## config.mk

```make
export PLATFORM = sky130hd
export DESIGN_NAME = row_receiver
export DESIGN_NICKNAME = d
export VERILOG_FILES = /design/src/rtl/row_receiver.sv
export SDC_FILE = /design/constraint.sdc
export NUM_CORES = 1
export LEC_CHECK = 0
export CAP_MARGIN = 5
export CORE_ASPECT_RATIO = 0.7
export CORE_MARGIN = 4
export CORE_UTILIZATION = 28
export DETAILED_ROUTE_END_ITERATION = 10
export PLACE_DENSITY = 0.55
export SETUP_SLACK_MARGIN = 0.5
export SLEW_MARGIN = 20
export SYNTH_ARGS = -nofsm -noshare
export SYNTH_HDL_FRONTEND = slang
export SYNTH_SLANG_ARGS = --single-unit
```

## constraint.sdc

```tcl
create_clock -name clk -period 2.45 [get_ports clk]
set_clock_uncertainty 0.1 [all_clocks]
set_input_delay 0.49 -clock clk [delete_from_list [all_inputs] [get_ports clk]]
set_output_delay 0.49 -clock clk [all_outputs]
set_load 0.02 [all_outputs]
```

## src/rtl/row_receiver.sv

```systemverilog
// Receives image rows word by word (requesting each row from the host) or a
// stream of CNN data words, and issues write strobes for the downstream memories.
module row_receiver #(
  parameter int WORD_W        = 16,
  parameter int WORDS_PER_ROW = 30,
  parameter int NUM_ROWS      = 30,
  parameter int NUM_WEIGHTS   = 400,
  parameter int ROW_AW        = 5,
  parameter int WGT_AW        = 10
) (
  input  logic                            clk,
  input  logic                            rst,
  input  logic                            load_process,
  input  logic                            cnn_image,
  input  logic                            stop,
  input  logic [WORD_W-1:0]               data_in,
  input  logic                            data_valid,
  output logic                            send,
  output logic [WORD_W*WORDS_PER_ROW-1:0] row_out,
  output logic [ROW_AW-1:0]               row_addr,
  output logic                            row_we,
  output logic [WORD_W-1:0]               wgt_data,
  output logic [WGT_AW-1:0]               wgt_addr,
  output logic                            wgt_we,
  output logic                            busy,
  output logic                            done
);

  localparam int ROW_W = WORD_W * WORDS_PER_ROW;
  localparam int WC_W  = (WORDS_PER_ROW > 1) ? $clog2(WORDS_PER_ROW) : 1;

  localparam logic [2:0] S_IDLE  = 3'd0;
  localparam logic [2:0] S_REQ   = 3'd1;
  localparam logic [2:0] S_RECV  = 3'd2;
  localparam logic [2:0] S_WRITE = 3'd3;
  localparam logic [2:0] S_DATA  = 3'd4;
  localparam logic [2:0] S_DONE  = 3'd5;

  logic [2:0]        state_q, state_d;
  logic [WC_W-1:0]   wordCnt_q, wordCnt_d;
  logic [ROW_AW-1:0] rowCnt_q, rowCnt_d;
  logic [WGT_AW-1:0] wgtCnt_q, wgtCnt_d;
  logic [ROW_W-1:0]  row_q;
  logic [WORD_W-1:0] wgtData_q;
  logic [WGT_AW-1:0] wgtAddr_q;
  logic              send_q, rowWe_q, wgtWe_q, busy_q, done_q;
  logic              accept;
  logic              lastWord, lastRow, lastWgt;

  assign lastWord = (wordCnt_q == WC_W'(WORDS_PER_ROW - 1));
  assign lastRow  = (rowCnt_q == ROW_AW'(NUM_ROWS - 1));
  assign lastWgt  = (wgtCnt_q == WGT_AW'(NUM_WEIGHTS - 1));

  // Stop wins over data and row completion; counters saturate at their last index.
  always_comb begin
    state_d   = state_q;
    wordCnt_d = wordCnt_q;
    rowCnt_d  = rowCnt_q;
    wgtCnt_d  = wgtCnt_q;
    accept    = 1'b0;
    case (state_q)
      S_IDLE: begin
        if (load_process) begin
          if (cnn_image) begin
            state_d  = S_DATA;
            wgtCnt_d = '0;
          end else begin
            state_d  = S_REQ;
            rowCnt_d = '0;
          end
        end
      end
      S_REQ: begin
        if (stop) begin
          state_d = S_IDLE;
        end else begin
          wordCnt_d = '0;
          state_d   = S_RECV;
        end
      end
      S_RECV: begin
        if (stop) begin
          state_d = S_IDLE;
        end else if (data_valid) begin
          accept = 1'b1;
          if (lastWord) begin
            state_d = S_WRITE;
          end else begin
            wordCnt_d = wordCnt_q + WC_W'(1);
          end
        end
      end
      S_WRITE: begin
        if (stop) begin
          state_d = S_IDLE;
        end else if (lastRow) begin
          state_d = S_DONE;
        end else begin
          rowCnt_d = rowCnt_q + ROW_AW'(1);
          state_d  = S_REQ;
        end
      end
      S_DATA: begin
        if (stop) begin
          state_d = S_IDLE;
        end else if (data_valid) begin
          accept = 1'b1;
          if (lastWgt) begin
            state_d = S_DONE;
          end else begin
            wgtCnt_d = wgtCnt_q + WGT_AW'(1);
          end
        end
      end
      S_DONE:  state_d = S_IDLE;
      default: state_d = S_IDLE;
    endcase
  end

  // Strobes are registered from the next state so each is high for exactly
  // the one cycle spent in its state.
  always_ff @(posedge clk) begin
    if (rst) begin
      state_q   <= S_IDLE;
      wordCnt_q <= '0;
      rowCnt_q  <= '0;
      wgtCnt_q  <= '0;
      row_q     <= '0;
      wgtData_q <= '0;
      wgtAddr_q <= '0;
      send_q    <= 1'b0;
      rowWe_q   <= 1'b0;
      wgtWe_q   <= 1'b0;
      busy_q    <= 1'b0;
      done_q    <= 1'b0;
    end else begin
      state_q   <= state_d;
      wordCnt_q <= wordCnt_d;
      rowCnt_q  <= rowCnt_d;
      wgtCnt_q  <= wgtCnt_d;
      send_q    <= (state_d == S_REQ);
      rowWe_q   <= (state_d == S_WRITE);
      done_q    <= (state_d == S_DONE);
      busy_q    <= (state_d != S_IDLE);
      wgtWe_q   <= accept && (state_q == S_DATA);
      if (accept && (state_q == S_DATA)) begin
        wgtData_q <= data_in;
        wgtAddr_q <= wgtCnt_q;
      end
      if (accept && (state_q == S_RECV)) begin
        for (int k = 0; k < WORDS_PER_ROW; k++) begin
          if (wordCnt_q == WC_W'(k)) begin
            row_q[k*WORD_W +: WORD_W] <= data_in;
          end
        end
      end
    end
  end

  assign send     = send_q;
  assign row_out  = row_q;
  assign row_addr = rowCnt_q;
  assign row_we   = rowWe_q;
  assign wgt_data = wgtData_q;
  assign wgt_addr = wgtAddr_q;
  assign wgt_we   = wgtWe_q;
  assign busy     = busy_q;
  assign done     = done_q;

endmodule
```

==> impl_results.md <==
* Post-placement cell area at 0.02694 sq mm
* Cell variety after synth at 54
* Initial antenna violation count at 4
* Gr usage total at 21.10%
* Max_slew headroom at 52.43%
* Post-DP HPWL at 55,610 microns
* Area added between synthesis and finish at 45.27%
* Number of buffers created by CTS at 53
* VDD IR-drop max at 0.4993 mV
* Critical path required time at 1.86 ns
* CTS tree: yes
* Setup TNS at 0 ns
* Slew @ Worst Pin at 0.7136 ns
* Syn Inst Count at 2,403
* CP endpoint kind: output pin
* Clk sinks at 534
* Final hold violation count at 0
* Cell at the root of the clock tree: clkbuf_16
* Final setup fails at 0
* Most frequent cells in the layout: nand2_1 (889), dfxtp_1 (525), a21oi_1 (457), dlygate4sd2_1 (278), clkdlybuf4s15_1 (173)
* First-pass GRT wire length at 120,700 microns
* Drt pass-1 iters at 7
* Core Rows at 81
* Tmin final at 1.911 ns
* Critical path's top delay family: flip-flops
* Leakage power total at 0.01161 uW
* RSZ-0062 raised after global routing: true
* Die Width at 325.2 microns
* Top FF cell, synth: dfxtp_1
* Overflow after GRT at 0
* Yosys top cell area share at 54.20%
* Cell accounting for the most synthesized area: dfxtp_1
* Peak Freq at 523.2 MHz
* FF-to-FF Start: wordCnt_q[3]
* Status: finished clean
* Sequential area share after synthesis at 54.20%
* Wire length per cell at 21.36 microns
* Die H at 230.1 microns
* Reg2reg setup slack at 0.56 ns
* Starting Density at 28.25%
* Design area at 0.02866 sq mm
* Worst Path Max Fanout at 2
* Crit path from: row_out[444]
* Area contributors post-synth: dfxtp_1 (54%), nand2_1 (17%), a21oi_1 (12%)
* CP arrival at 1.32 ns
* Clk slew on worst S/H paths at 0.06 ns
* Share of cells above drive strength 1 at 12.58%
* DRT iter0 DRCs at 1,449
* Vias in the first global route at 18,300
* Vias at 18,900
* Vias per cell at 4.861
* CP startpoint kind: register
* Synth Warn # at 0
* Worst-path cell chain: clkdlybuf4s15_2
* Final Max Tran Viols at 0
* Post-route ant nets at 0
* Final WL at 83,060 microns
* WP buf/inv at 1
* Post-synthesis register bit count at 534
* Pwr/cell area at 628.6 mW/mm^2
* Critical path class: reg -> out
* Total power at 18,010 uW
* Max-cap viol count at 0
* Worst path slowest cell: dfxtp_1
* Commonest non-fill, non-tap cell in the layout: nand2_1
* Number of synthesized flops with an enable pin at 0
* Avg Cell Area, Syn at 8.209 sq um
* Min-delay src: rst
* Port bufs at 537
* Layout net count at 2,962
* Max H-tree Level at 2
* Longest Clk Path Bufs at 3
* Final GP Congestion at 0.7844
* Multi-input logic area at 0.008203 sq mm
* Worst skew pair latency at 0.61 ns
* Post-synth ARST share at 0%
* I/O pin count at 538
* FF+latch area at 0.01072 sq mm
* Post-Syn Area at 0.01973 sq mm
* Final worst-path cycle share at 78.01%
* Type of the most critical hold path: in -> reg
* Slowest Stage Delay on Critical Path at 0.41 ns
* Syn Nets at 2,433
* Die area at 0.07483 sq mm
* Largest net degree at the start of global routing at 70
* DRC at 0
* Core outline area at 0.06983 sq mm
* Fill cells at 6,946
-- layout make-up --
class,instances,share of cell area (%)
well taps,913,3.987
inverters,9,0.1179
diodes,1,0.008733
multi-input cells,1657,28.63
clock inverters,17,0.6943
clock buffers,80,5.655
repair buffers,677,23.50
flip-flops and latches,534,37.41
-- state kept, by name, indices dropped and copies added (netlist names) --
name	cells
row_out	480
wgt_data	16
wgtCnt_q	10
wgt_addr	10
row_addr	5
wordCnt_q	5
state_q	3
busy	1
done	1
row_we	1
send	1
wgt_we	1
-- cells in the mapped netlist, drive strengths merged (9+ instances only) --
library cell and instances:
nand2 891, dfxtp 534, a21oi 461, clkbuf 148
nor2 71, mux2i 64, buf 55, nand4 33
nor4 16, and4 11, inv 9, nor2b 9
or4 9
-- repair_timing --
action / 4_1_cts / 5_1_grt
hold buffers: 0 / 0
gates cloned: 1 / 4
setup endpoints to repair: 788 / 411
endpoints found under the hold margin: 0 / 0
pin swaps: 5 / 14
resized for setup: 736 / 136
setup buffers: 4 / 12
-- power by group --
| part | internal (uW) | switching [uW] |
|---|---|---|
| Clock | 4980 | 3580 |
| Sequential | 8680 | 13.5 |
| Combinational | 193 | 562 |
| Total | 13900 | 4160 |
-- through the flow --
stage	setup slack [ns]	utilization (%)	hold WS (ns)	instances
after floorplan	0.4783	-	0.3447	2403
after global placement	-0.005377	38.59	0.3391	3769
after detailed placement	-0.04403	38.59	0.3438	3769
after CTS	0.3837	40.77	0.1786	3871
after global routing	0.4890	41.03	0.2136	3887
final	0.5386	41.04	0.2186	3888
-- layer usage --
metal  part of all wire (%)  track usage (%)  wire, microns
met4                    2.4            5.401           1970
met5                  0.054                0             45
met2                     46            34.07          37840
met1                     45            28.29          37050
met3                    7.4            5.266           6150
-- worst paths after layout --
| check | endpoint | depth (start not counted) |
|---|---|---|
| worst max-delay path | row_out[444] | 1 |
| worst min-delay path | row_out[383] | 2 |
| worst max register to register | wordCnt_q[4] | 6 |
| worst min register to register | row_out[388] | 2 |
-- kinds of logic (layout without fill, tap and decap cells) --
group           count (synthesis)  count (layout)  share of synthesized area (%)
other cells                     0               1                              0
simple gates                 1089            1089                          24.14
buf+inv                       212             783                          4.846
flops                         534             534                          54.20
compound gates                494             494                          12.97
fa+ha+maj                       8               8                         0.5075
xor+xnor                        2               2                        0.08882
mux                            64              64                          3.248
(Power assumes the default switching activity.)
